## src/rtl/instr_fetch_unit_pkg.sv

```systemverilog
// instr_fetch_unit_pkg: shared cpu defines for the instruction fetch unit
package instr_fetch_unit_pkg;
  localparam int WORD_LENGTH = 32;
  localparam int SEG_W = 16;
  localparam logic [WORD_LENGTH-1:0] NOP_INSTR = 32'h0000_0013;
  typedef enum logic [1:0] {
    TRAP_NONE   = 2'd0,
    TRAP_ALIGN  = 2'd1,
    TRAP_ACCESS = 2'd2,
    TRAP_TMO    = 2'd3
  } trap_e;
  typedef enum logic [2:0] {FS_IDLE, FS_REQ, FS_WAIT, FS_HOLD, FS_DRAIN} fetch_state_e;
endpackage

```

## src/rtl/instr_fetch_unit.sv

```systemverilog
// instr_fetch_unit: one I-cache fetch per accepted PSTATE pair, presented to the FD register
module instr_fetch_unit #(
  parameter int WORD_LENGTH = instr_fetch_unit_pkg::WORD_LENGTH,
  parameter int SEG_W = instr_fetch_unit_pkg::SEG_W,
  parameter int TMO_CYCLES = 255
) (
  input  logic                   clk,
  input  logic                   rst,
  input  logic                   iaValid,
  output logic                   iaReady,
  input  logic [WORD_LENGTH-1:0] iaPstate0,
  input  logic [WORD_LENGTH-1:0] iaPstate1,
  input  logic                   flush,
  output logic                   icReq,
  input  logic                   icReqAck,
  output logic [SEG_W-1:0]       icSeg,
  output logic [WORD_LENGTH-1:0] icOfs,
  input  logic                   icRspValid,
  input  logic [WORD_LENGTH-1:0] icRspData,
  input  logic                   icRspErr,
  output logic                   fdValid,
  input  logic                   fdStall,
  output logic [WORD_LENGTH-1:0] fdPstate0,
  output logic [WORD_LENGTH-1:0] fdPstate1,
  output logic [WORD_LENGTH-1:0] fdInstr,
  output logic                   fdTrap,
  output logic [1:0]             fdTrapCode
);
  import instr_fetch_unit_pkg::*;
  localparam int CW = TMO_CYCLES == 0 ? 1 : $clog2(TMO_CYCLES + 1);
  localparam logic [CW-1:0] CNT_MAX = CW'(TMO_CYCLES);
  localparam logic [CW-1:0] CNT_LAST = CW'(TMO_CYCLES == 0 ? 0 : TMO_CYCLES - 1);
  localparam logic [WORD_LENGTH-1:0] NOP = WORD_LENGTH'(NOP_INSTR);
  fetch_state_e state_q, state_d;
  trap_e trap_q, trap_d;
  logic [WORD_LENGTH-1:0] pst0_q, pst0_d, pst1_q, pst1_d, instr_q, instr_d;
  logic [CW-1:0] cnt_q, cnt_d;
  logic pend_q, pend_d, accept, tmo, mis;
  assign iaReady = !rst && !flush &&
                   (state_q == FS_IDLE || (state_q == FS_HOLD && !fdStall && !pend_q));
  assign accept = iaValid && iaReady;
  assign mis = |iaPstate1[1:0];
  assign tmo = TMO_CYCLES != 0 && state_q == FS_WAIT && cnt_q == CNT_LAST;
  assign icReq = state_q == FS_REQ;
  assign fdValid = state_q == FS_HOLD;
  assign icSeg = pst0_q[SEG_W-1:0];
  assign icOfs = pst1_q;
  assign fdPstate0 = pst0_q;
  assign fdPstate1 = pst1_q;
  assign fdInstr = instr_q;
  assign fdTrap = trap_q != TRAP_NONE;
  assign fdTrapCode = trap_q;
  always_comb begin
    state_d = state_q;
    trap_d = trap_q;
    pst0_d = pst0_q;
    pst1_d = pst1_q;
    instr_d = instr_q;
    pend_d = pend_q && !icRspValid;
    cnt_d = (state_q == FS_WAIT && !flush) ? (cnt_q == CNT_MAX ? cnt_q : cnt_q + 1'b1) : '0;
    if (flush) begin
      pend_d = 1'b0;
      case (state_q)
        FS_REQ:   state_d = icReqAck ? FS_DRAIN : FS_IDLE;
        FS_WAIT:  state_d = icRspValid ? FS_IDLE : FS_DRAIN;
        FS_HOLD:  state_d = (pend_q && !icRspValid) ? FS_DRAIN : FS_IDLE;
        FS_DRAIN: state_d = icRspValid ? FS_IDLE : FS_DRAIN;
        default:  state_d = FS_IDLE;
      endcase
    end else if (accept) begin
      pst0_d = iaPstate0;
      pst1_d = iaPstate1;
      state_d = mis ? FS_HOLD : FS_REQ;
      trap_d = mis ? TRAP_ALIGN : TRAP_NONE;
      instr_d = mis ? NOP : instr_q;
    end else begin
      case (state_q)
        FS_REQ: state_d = icReqAck ? FS_WAIT : FS_REQ;
        FS_WAIT: begin
          // a timed-out request still owes a response; pend_q tracks it until it arrives
          state_d = (icRspValid || tmo) ? FS_HOLD : FS_WAIT;
          trap_d = icRspValid ? (icRspErr ? TRAP_ACCESS : TRAP_NONE) : (tmo ? TRAP_TMO : trap_q);
          instr_d = icRspValid ? (icRspErr ? NOP : icRspData) : (tmo ? NOP : instr_q);
          pend_d = !icRspValid && tmo;
        end
        FS_HOLD: begin
          state_d = fdStall ? FS_HOLD : ((pend_q && !icRspValid) ? FS_DRAIN : FS_IDLE);
          pend_d = fdStall && pend_q && !icRspValid;
        end
        FS_DRAIN: state_d = icRspValid ? FS_IDLE : FS_DRAIN;
        default:  state_d = FS_IDLE;
      endcase
    end
  end
  always_ff @(posedge clk) begin
    if (rst) begin
      state_q <= FS_IDLE;
      trap_q <= TRAP_NONE;
      pst0_q <= '0;
      pst1_q <= '0;
      instr_q <= '0;
      cnt_q <= '0;
      pend_q <= 1'b0;
    end else begin
      state_q <= state_d;
      trap_q <= trap_d;
      pst0_q <= pst0_d;
      pst1_q <= pst1_d;
      instr_q <= instr_d;
      cnt_q <= cnt_d;
      pend_q <= pend_d;
    end
  end
endmodule

```

## config.mk

```make
export PLATFORM = sky130hd
export DESIGN_NAME = instr_fetch_unit
export DESIGN_NICKNAME = d
export VERILOG_FILES = /design/src/rtl/instr_fetch_unit_pkg.sv /design/src/rtl/instr_fetch_unit.sv
export SDC_FILE = /design/constraint.sdc
export NUM_CORES = 1
export LEC_CHECK = 0
export ABC_CLOCK_PERIOD_IN_PS = 5370
export CAP_MARGIN = 20
export CORE_AREA = 2 2 98 100
export CTS_CLUSTER_DIAMETER = 100
export CTS_CLUSTER_SIZE = 14
export DETAILED_ROUTE_END_ITERATION = 10
export DIE_AREA = 0 0 100 102
export DONT_BUFFER_PORTS = 1
export MAX_ROUTING_LAYER = met4
export PLACE_DENSITY = 0.71
export SYNTH_ARGS = -nofsm -noshare
export SYNTH_HDL_FRONTEND = slang
export SYNTH_SLANG_ARGS = --single-unit
export TNS_END_PERCENT = 30
```

## constraint.sdc

```tcl
create_clock -name clk -period 5.37 [get_ports clk]
set_input_delay 0.537 -clock clk [delete_from_list [all_inputs] [get_ports clk]]
set_output_delay 0.537 -clock clk [all_outputs]
set_load 0.02 [all_outputs]
```

* Yosys cells after proc, flatten, opt, wreduce, memory -nomap -nowiden
Cells that the tools add are included.
Widths: inputs -> output; s select.
** Cells by class
- Order comparisons :: 0
- Multipliers :: 0
- Div/mod/pow operators :: 0
- Muxes and demuxes :: 25
- $add $sub $neg :: 1
- Shifts and indexed selects :: 0
- Bitwise gates (word level) :: 2
- Reductions and logical operators :: 29
- Equality and inequality tests :: 7
** Operators with widths (count)
- $mux 32 :: 6
- $mux 3 :: 6
- $eq 8x8->1 const B :: 2
- $mux 2 :: 7
- $pmux 3 s4 :: 1
- $logic_and 1x1->1 :: 11
- $pmux 3 s3 :: 1
- $add 8x1->8 const B :: 1
- $reduce_or 2->1 :: 4
- $eq 3x2->1 const B :: 2
- $logic_not 1->1 :: 5
- $reduce_and 4->1 :: 1
- $reduce_bool 2->1 :: 2
- $eq 3x1->1 const B :: 1
- $eq 3x3->1 const B :: 1
- $logic_not 3->1 :: 1
- $mux 1 :: 3
- $reduce_and 3->1 :: 1
- $reduce_bool 3->1 :: 1
- $logic_or 1x1->1 :: 2
- $ne 2x1->1 const B :: 1
- $not 1->1 :: 2
- $pmux 1 s2 :: 1
- $reduce_and 2->1 :: 1
** Word-level totals
- Latch bits :: 0
- Memories kept :: 0
- Output and inout port bits :: 150
- Logic and storage cells :: 71
- ROM bits :: 0
- RAM bits :: 0
- Register bits after elaboration :: 110
- Bits of input ports :: 104

* Depth between registers and ports, before layout
Gate-level depths: netlist of run 1.
- Depth in word-level cells :: 8
- Mapped depth :: 8

* Least setup slack after synthesis of run 1
Ideal clock, no wire load.
- Path type :: in2reg
- Start point :: input port flush
- End point :: register instr_q[24], in the netlist fdInstr[24]
- Arrival :: 1.858 ns
- Stages on the path :: 5
- Path buffers :: 1
- Slack :: 3.396 ns
- Required time :: 5.254 ns
- Cell sequence :: or4b_4 -> a211oi_4 -> buf_6 -> a2111oi_0 -> a31o_2
** On the way
- Cells in the longest elaborated chain, start to end :: 6
- Elaborated cells on any way between the ends :: 10
- Those cells by class :: eq/ne: 1; mux: 1; bitwise: 1; reduce/logical: 7
** RTL lines
- start: declaration :: line instr_fetch_unit.sv:13 : input logic flush,
- $logic_not 1->1 :: line instr_fetch_unit.sv:39 : assign iaReady = !rst && !flush &&
- $logic_and 1x1->1 (2 in series) :: line instr_fetch_unit.sv:39
- $logic_and 1x1->1 :: line instr_fetch_unit.sv:41 : assign accept = iaValid && iaReady;
- $ne 2x1->1 (no line) (tied with other cells)
- $reduce_and 4->1 (no line)
- end signal: assignment :: line instr_fetch_unit.sv:109 : instr_q <= instr_d;
- end: declaration :: line instr_fetch_unit.sv:36 : logic [WORD_LENGTH-1:0] pst0_q, pst0_d, pst1_q, pst1_d, instr_q, instr_d;
Parallel ways exist; a longest one is shown, timed or not.
A chain may end at the register's enable or synchronous reset.

* Final worst setup path of run 1
- Start point :: register cnt_q[2]
- End point :: register instr_q[30], in the netlist fdInstr[30]
** On the way
- Cells in the longest elaborated chain, start to end :: 4
** RTL lines
- start: declaration :: line instr_fetch_unit.sv:37 : logic [CW-1:0] cnt_q, cnt_d;
- start signal: assignment :: line instr_fetch_unit.sv:110 : cnt_q <= cnt_d;
- $eq 8x8->1 :: line instr_fetch_unit.sv:43 : assign tmo = TMO_CYCLES != 0 && state_q == FS_WAIT && cnt_q == CNT_LAST;
- $logic_and 1x1->1 :: line instr_fetch_unit.sv:43
- $reduce_bool 3->1 (no line)
- $reduce_and 4->1 (no line)
Every way passes these cells.

==> flow_summary.toml, run 1 <==
[run_status]
status = "finished clean"

[yosys]
synth_edf_count = 0
synth_fa_ha_area_frac = 0.00521
yosysWarningCount = 0
synth_cells = 579
yosys.area.top_type = "dfxtp_1"
synth_top_family_by_area = "compound AO/OA/AOI/OAI gates"
syn-num-nets = 685
muxShareOfSynthArea = 0.00208
synth-compound-area-share = 0.217
synth_xor_area_frac = 0.00911
synthTopCellsByCount = "131 x nand2_1, 110 x dfxtp_1, 74 x a21oi_1"
synth_top_area_share = 0.458
synth_area_per_cell_um2 = 8.30
synthTopCellsByArea = "dfxtp_1 46%, nand2_1 10%, a21oi_1 7.7%, buf_4 7.5%, a2111oi_0 5.3%"
synth_ff_type = "dfxtp_1"
async_reset_ff_frac = 0
synth_seq_area_share = 0.458
synth_cell_types = 44
yosysMostFrequentCell = "nand2_1"
ys_ff_latch = 110
synthSimpleGateAreaFrac = 0.160
syn_area_mm2 = 0.00481

[sta]
final.setup.tns_ns = 0
min_period_ns = 2.60
fmax_ghz = 0.385
min_period_over_period = 0.484
drv_slew = 0
slew_headroom = 0.303
grt_setup_unrepaired = "no"
finalHoldViolations = 0
timing_worst_slew_pin_value_ns = 1.05
hold_ws_ns = 0.228
finalClockSkew_ns = 0.0229
setup_viol = 0

[placement]
port_buffers = 0
dp_hpwl_mm = 7.60
gp_congestion = 0.896

[setup_path]
critical_path.slowest_cell = "and2_1"
cp.arrival_ns = 2.90
crit_path_max_fanout = 33
cpPeakStageDelay_ns = 0.91
worstPathCellList = "and3_1, a31o_2, and2_1, a31o_2"
startpoint_type = "flip-flop"
cp.required_ns = 5.67
critPathKind = "reg2reg"
crit_path_frequent_cell = "a31o_2"
cp-end-kind = "flip-flop"

[floorplan]
num_io_pins = 254
rows = 35
core_mm2 = 0.00911
start_util = 0.528
die-area_mm2 = 0.0102
die_h_um = 102
die_w_um = 100

[cts]
post_cts_buffers = 0
postCtsResizedCells = 0
ctsLongestPathBuffers = 2
cts-root-buf = "clkbuf_8"
cts.sinks = 110
cts_buffers = 9
clk_pin_slew_ns = 0.13
cts_tree = "yes"
htree_levels = 3
cts_hold_buffers = 0
clock_latency_ns = 0.37

[route]
drt-total-wl_mm = 11.0
postRouteAntennaNets = 0
drc = 0
num_vias = 3701
drtPass1Iterations = 5
wl_per_cell_um = 17.8
vias_per_cell = 5.98
first_iter_violations = 234

[power_and_ir_drop]
p_leak_nw = 1.53
peakVddDrop_uv = 139
p_per_area_mw_per_mm2 = 313

[layout]
nets = 609
layout-drive-gt1-share = 0.110
area_growth_pct = -3.23
diodes = 0

[global_routing]
grt_pass1_wl_mm = 16.3
antenna_found_initial = 0
grt_pass1_vias = 3391
grt_overflow = 0
grt_max_degree = 106
grt_util_all_layers = 0.203

[flow_run]
drv_cap = 0

[worst_hold_path]
hold_class = "in2reg"
==> power breakdown <==
part / switching, mW / total (mW) / internal, mW / leakage, nW
Sequential: 0.0584 / 0.894 / 0.835 / 0.890
Clock: 0.306 / 0.494 / 0.188 / 0.104
Combinational: 0.0459 / 0.0697 / 0.0238 / 0.539
==> final timing paths <==
check	to	slack [ns]	start	cells after the start
worst max-delay path	fdInstr[30]	2.77	cnt_q[2]	4
worst min-delay path	fdPstate0[24]	0.23	rst	1
worst max register to register	fdInstr[30]	2.77	cnt_q[2]	4
worst min register to register	cnt_q[4]	0.50	cnt_q[4]	2
==> metal layers <==
layer,up-vias,part of all wire,GRT usage
li1,1770,-,-
met2,180,0.50,0.341
met1,1734,0.39,0.233
met4,0,0.016,0.0759
met5,-,0,-
met3,17,0.093,0.0540
==> placed cells by master (no fill, tap or decap), drive strengths merged, types with 4 or more instances in the layout <==
cell type / synthesis / layout
nor3: 4 / 4
a2111oi: 29 / 29
dfxtp: 110 / 110
clkbuf: 26 / 9
nor2: 12 / 12
a21oi: 74 / 74
nand2: 131 / 131
nand3: 12 / 12
a31o: 31 / 31
buf: 66 / 5
o21ai: 4 / 4
inv: 38 / 42
nand2b: 4 / 4
==> critical path, delay by kind of cell, from the launching register on <==
kind,cells,cell delay [ns]
and+or+nand+nor,2,1.24
DFF,1,0.40
AOI/OAI and AO/OA,2,0.87
==> cells by family (layout without fill, tap and decap cells) <==
family	Yosys count	count (layout)
simple gates	180	180
buf+inv	130	59
compound gates	151	151
flops	110	110
fa+ha+maj	2	2
xor+xnor	5	5
mux	1	1
==> state kept, by name, summed over array words and instances (netlist names) <==
register    flops
pend_q          1
fdPstate0      32
fdTrapCode      2
cnt_q           8
fdInstr        32
state_q         3
fdPstate1      32
==> area by class of cell <==
class                   instances  area [um^2]
inverters                      38          143
fillers                       856         4460
multi-input cells             339         1920
well taps                     111          139
clock buffers                   9          124
repair buffers                  5         45.0
clock inverters                 7         81.3
flip-flops and latches        110         2200
==> through the flow <==
stage	setup WS, ns	area, um^2	utilization	cells	total power [mW]
floorplan	3.40	4810	-	579	0.991
global placement	2.77	4430	0.486	602	0.978
detailed placement	2.65	4430	0.486	602	0.982
CTS	2.75	4640	0.509	618	1.48
global route	2.53	4650	0.511	619	1.53
finish	2.77	4650	0.511	619	1.46
No activity file was read; power rests on OpenSTA's default activity.
==> run 2, diff against run 1 <==
Settings changed: ABC_AREA set to 1, ABC_CLOCK_PERIOD_IN_PS 5370 to 2500, CORE_AREA 2 2 98 100 to 2 2 99 101, DIE_AREA 0 0 100 102 to 0 0 101 103, PLACE_DENSITY 0.71 to 0.73.
Clock period 5.37 ns to 2.5 ns, I/O delays scaled along.
==> run 2 against run 1 <==
Total power increased by 130%; critical path type unchanged; critical path depth grew 4; die area grew 2.0%; routed wire length is 6.8% higher; design area up 6.2%; combinational power increased to 4.0 times the previous value; largest cell class unchanged; core utilization up 1.1 points; largest power group unchanged; flip-flop and latch count unchanged; clock skew shrank 0.013 ns; final cell count grew 19%; fmax rose by 25%.
==> flow_summary.toml, run 2 <==
[run_status]
status = "finished clean"

[layout]
num-fill-cells = 917
nets = 723
layout_common_cells = "164 x nand2_1, 110 x dfxtp_1, 85 x nand3_1"
fin_area_mm2 = 0.00494
instances_no_fill = 734
final_core_util = 0.522
layout-drive-gt1-share = 0.0581
area_growth_pct = -3.57
multi_input_area_mm2 = 0.00218
layout_commonest_cell = "nand2_1"
diodes = 0
layout.area.seq_mm2 = 0.00220

[setup_path]
reg2reg_depth = 8
r2r_slack_ns = 0.42
worstPathCellList = "nand2_1, nor2_4, nand3_2, nand2_2, nand3_4, buf_4, nand2_1, a21oi_1"
r2r_start = "state_q[0]"
startpoint_type = "flip-flop"
cpPeakStageDelay_ns = 0.40
r2r_end = "fdPstate0[9]"
critPathKind = "reg2reg"
crit_path_frequent_cell = "nand2_1"
critical_path.slowest_cell = "dfxtp_1"
crit_end = "fdPstate0[9]"
startpoint = "state_q[0]"
cp.arrival_ns = 2.32
cp-end-kind = "flip-flop"
crit_path_max_fanout = 47
cp.required_ns = 2.74

[global_routing]
grt_pass1_vias = 3521
grt_overflow = 0
grt_max_degree = 67
grt_pass1_wl_mm = 17.4
antenna_found_initial = 0
grt_util_all_layers = 0.217

[floorplan]
rows = 36
die-area_mm2 = 0.0104
start_util = 0.541
num_io_pins = 254
die_h_um = 103
core_mm2 = 0.00946
die_w_um = 101

[power_and_ir_drop]
p_per_area_mw_per_mm2 = 667
finalPower_mw = 3.29
peakVddDrop_uv = 327
p_leak_nw = 1.92

[placement]
gp_congestion = 0.867
dp_slack_ns = 0.460
dp_hpwl_mm = 8.02
placed_area_mm2 = 0.00473
placed_cells = 719
port_buffers = 0

[yosys]
syn-num-nets = 798
synth_cells = 692
yosys.area.top_type = "dfxtp_1"
async_reset_ff_frac = 0
synth_seq_area_share = 0.430
yosysWarningCount = 0
synth_area_per_cell_um2 = 7.40
synth_ff_type = "dfxtp_1"
yosysMostFrequentCell = "nand2_1"
synthTopCellsByCount = "164 x nand2_1, 110 x dfxtp_1, 85 x nand3_1"
syn_area_mm2 = 0.00512
synth_top_area_share = 0.430
ys_ff_latch = 110
synthTopCellsByArea = "dfxtp_1 43%, nand2_1 12%, nand3_1 8.3%, buf_4 7.8%, a21oi_1 7.5%"
synth_edf_count = 0
synth_cell_types = 30

[cts]
cts_buffers = 9
postCtsResizedCells = 0
cts-root-buf = "clkbuf_8"
clk_pin_slew_ns = 0.10
cts_hold_buffers = 1
cts.sinks = 110
ctsLongestPathBuffers = 2
clock_latency_ns = 0.36
post_cts_buffers = 0
htree_levels = 3
cts_tree = "yes"

[sta]
fmax_ghz = 0.481
finalWorstSetupSlack_ns = 0.422
min_period_ns = 2.08
slew_headroom = 0.356
setup_viol = 0
drv_slew = 0
hold_ws_ns = 0.0361
min_period_over_period = 0.831
finalHoldViolations = 0
timing_worst_slew_pin_value_ns = 0.965
finalClockSkew_ns = 0.00952
final.setup.tns_ns = 0
grt_setup_unrepaired = "no"

[route]
wl_per_cell_um = 16.1
first_iter_violations = 132
drtPass1Iterations = 5
drc = 0
vias_per_cell = 5.65
num_vias = 4144
postRouteAntennaNets = 0
drt-total-wl_mm = 11.8

[flow_run]
drv_cap = 0

[worst_hold_path]
hold_class = "in2reg"
run 2: cell types whose count changed in the layout (fill, tap and decap cells not counted), sizes merged, moves of 19 or more:
cell and delta:
a31o -31, nand3b +19, a2111oi -29, nand3 +75
nand2 +36, nor2 +48
run 2: cell families after synthesis:
group | share of synthesized area
xor gates and xnor gates | 0.00855
and+or+nand+nor | 0.321
adders and majority gates | 0.00489
DFF | 0.430
buffers and inverters | 0.147
AOI/OAI and AO/OA | 0.0885
run 2: how the worst min path moves through the flow:
| stage | start | to | slack (ns) | cells past startpoint |
|---|---|---|---|---|
| global route | iaPstate1[28] | fdPstate1[28] | 0.01 | 2 |
| floorplan | flush | state_q[2] | 0.39 | 2 |
| CTS | flush | state_q[2] | 0.01 | 2 |
| finish | iaPstate1[16] | fdPstate1[16] | 0.04 | 2 |
| global placement | rst | fdPstate1[0] | 0.32 | 1 |
| detailed placement | rst | fdPstate1[0] | 0.33 | 1 |
run 2: final cells by class:
class / count / area share
multi-input cells: 452 / 0.441
inverters: 34 / 0.0258
well taps: 114 / 0.0289
clock buffers: 10 / 0.0258
repair buffers: 10 / 0.0218
clock inverters: 4 / 0.0101
flip-flops and latches: 110 / 0.446
run 2: power breakdown:
| group | internal (mW) | total [mW] | leakage [nW] | switching [mW] |
|---|---|---|---|---|
| clock | 0.452 | 1.03 | 0.0842 | 0.574 |
| combinational | 0.102 | 0.276 | 0.943 | 0.175 |
| sequential | 1.82 | 1.99 | 0.893 | 0.173 |
run 2: critical path: cells and delay by family (launching register included):
kind                   cells  cell delay (ns)
buffers and inverters      1             0.40
AND/OR/NAND/NOR            6             1.05
AO/OA/AOI/OAI              1             0.07
flip-flops                 1             0.40
run 2: metal layers:
metal	GRT usage	up-vias	part of all wire
met3	0.0881	8	0.11
met2	0.346	208	0.47
met4	0.0790	0	0.010
li1	-	2037	-
met1	0.247	1891	0.41
met5	-	-	0
==> run 3, diff against run 2 <==
Settings changed: ABC_CLOCK_PERIOD_IN_PS 2500 to 1990.
Clock period 2.5 ns to 1.99 ns, I/O delays scaled along.
==> run 3 against run 2 <==
Setup slack got worse by 0.17 ns; die area unchanged; core utilization increased by 8.2 points; non-clock buffer count increased by 68; combinational power increased by 79%; flip-flop and latch count unchanged; critical path depth decreased by 3; count of clock-buffer cells in the layout increased by 2; clock power increased by 45%; register-to-register slack got worse by 0.12 ns; design area increased by 16%; sequential power increased by 26%; critical path type is now reg2out; critical endpoint is now iaReady; largest cell class unchanged; largest power group unchanged; highest routed layer unchanged.
==> flow_summary.toml, run 3 (synthesized netlist as in run 2, its figures left out) <==
[worst_hold_path]
hp-start = "iaPstate1[10]"
hold_class = "in2reg"
hold_path_depth = 2
holdPathEnd = "fdPstate1[10]"

[route]
num_vias = 4515
drc = 0
wl_per_cell_um = 16.7
vias_per_cell = 5.62
postRouteAntennaNets = 0
drtPass1Iterations = 5
drt-total-wl_mm = 13.4
first_iter_violations = 200

[cts]
clock_latency_ns = 0.36
clk_pin_slew_ns = 0.10
ctsLongestPathBuffers = 2
cts_tree = "yes"
htree_levels = 3
post_cts_buffers = 0
cts_buffers = 9
cts-root-buf = "clkbuf_8"
postCtsResizedCells = 0
cts.sinks = 110

[floorplan]
die-area_mm2 = 0.0104
start_util = 0.541
core_mm2 = 0.00946
die_h_um = 103
num_io_pins = 254
die_w_um = 101
rows = 36

[setup_path]
cp.arrival_ns = 1.54
crit_path_max_fanout = 65
cp-end-kind = "output pin"
r2r_slack_ns = 0.30
reg2reg_depth = 9
r2r_end = "fdTrapCode[1]"
startpoint_type = "flip-flop"
critical_path.slowest_cell = "dfxtp_1"
startpoint = "state_q[0]"
critPathKind = "reg2out"
cpPeakStageDelay_ns = 0.39
r2r_start = "state_q[2]"
cp.required_ns = 1.79
worstPathCellList = "nand2_1, nor2_4, nand3_2, a21oi_4, buf_12"

[sta]
hold_ws_ns = 0.0304
grt_setup_unrepaired = "no"
setup_viol = 0
drv_slew = 0
min_period_ns = 1.74
timing_worst_slew_pin_value_ns = 0.531
min_period_over_period = 0.873
finalHoldViolations = 0
finalWorstSetupSlack_ns = 0.252
final.setup.tns_ns = 0
slew_headroom = 0.646
finalClockSkew_ns = 0.00657
fmax_ghz = 0.575

[global_routing]
grt_overflow = 0
antenna_found_initial = 0
grt_max_degree = 67
grt_pass1_wl_mm = 20.5
grt_pass1_vias = 4181
grt_util_all_layers = 0.255

[placement]
placed_cells = 721
dp_slack_ns = 0.329
dp_hpwl_mm = 8.10
gp_congestion = 0.924
port_buffers = 0

[layout]
nets = 791
area_growth_pct = 11.6
multi_input_area_mm2 = 0.00218
layout_commonest_cell = "nand2_1"
layout.area.seq_mm2 = 0.00220
instances_no_fill = 803
layout_common_cells = "164 x nand2_1, 110 x dfxtp_1, 85 x nand3_1"
layout-drive-gt1-share = 0.0581
diodes = 0
num-fill-cells = 782

[power_and_ir_drop]
peakVddDrop_uv = 465
p_per_area_mw_per_mm2 = 786
p_leak_nw = 2.25

[run_status]
status = "finished clean"

[flow_run]
drv_cap = 0
run 3: report_power, final:
group          switching (mW)  leakage, nW  internal [mW]
Clock                   0.721        0.109          0.773
Sequential              0.218        0.893           2.28
Combinational           0.268         1.25          0.227
run 3: cell type report:
type                       instances  share of cell area
clock buffer                      12              0.0272
clock inverter                     3              0.0118
inverter                          34              0.0223
multi-input combinational        452               0.382
sequential                       110               0.385
tap                              114              0.0250
timing repair buffer              78               0.147
run 3: what timing repair did:
action,CTS,global route
setup endpoints to repair,0,0
hold endpoints to repair,66,0
hold buffers,67,0
run 3: stage by stage:
step | power (mW) | area (um^2) | util
floorplan | 2.89 | 5120 | -
global route | 4.68 | 5710 | 0.604
detailed placement | 2.89 | 4780 | 0.506
finish | 4.49 | 5710 | 0.604
CTS | 4.52 | 5710 | 0.604
global placement | 2.87 | 4780 | 0.506
run 3: how the worst max path moves through the flow:
stage                         end  cells past startpoint
floorplan              fdInstr[2]                     11
global placement    fdTrapCode[1]                     10
detailed placement     fdInstr[2]                     11
CTS                       iaReady                      5
global route              iaReady                      5
finish                    iaReady                      5
run 3: critical path, delay by kind of cell, from the launching register on:
family                 cells  cell delay [ns]
AOI/OAI and AO/OA          1             0.17
buffers and inverters      1             0.27
DFF                        1             0.39
and+or+nand+nor            3             0.33
run 3: layer usage:
layer  wire length, um  global-route usage
met2              6410               0.398
met1              5100               0.297
met4               412               0.127
met5                 0                   -
met3              1490              0.0820
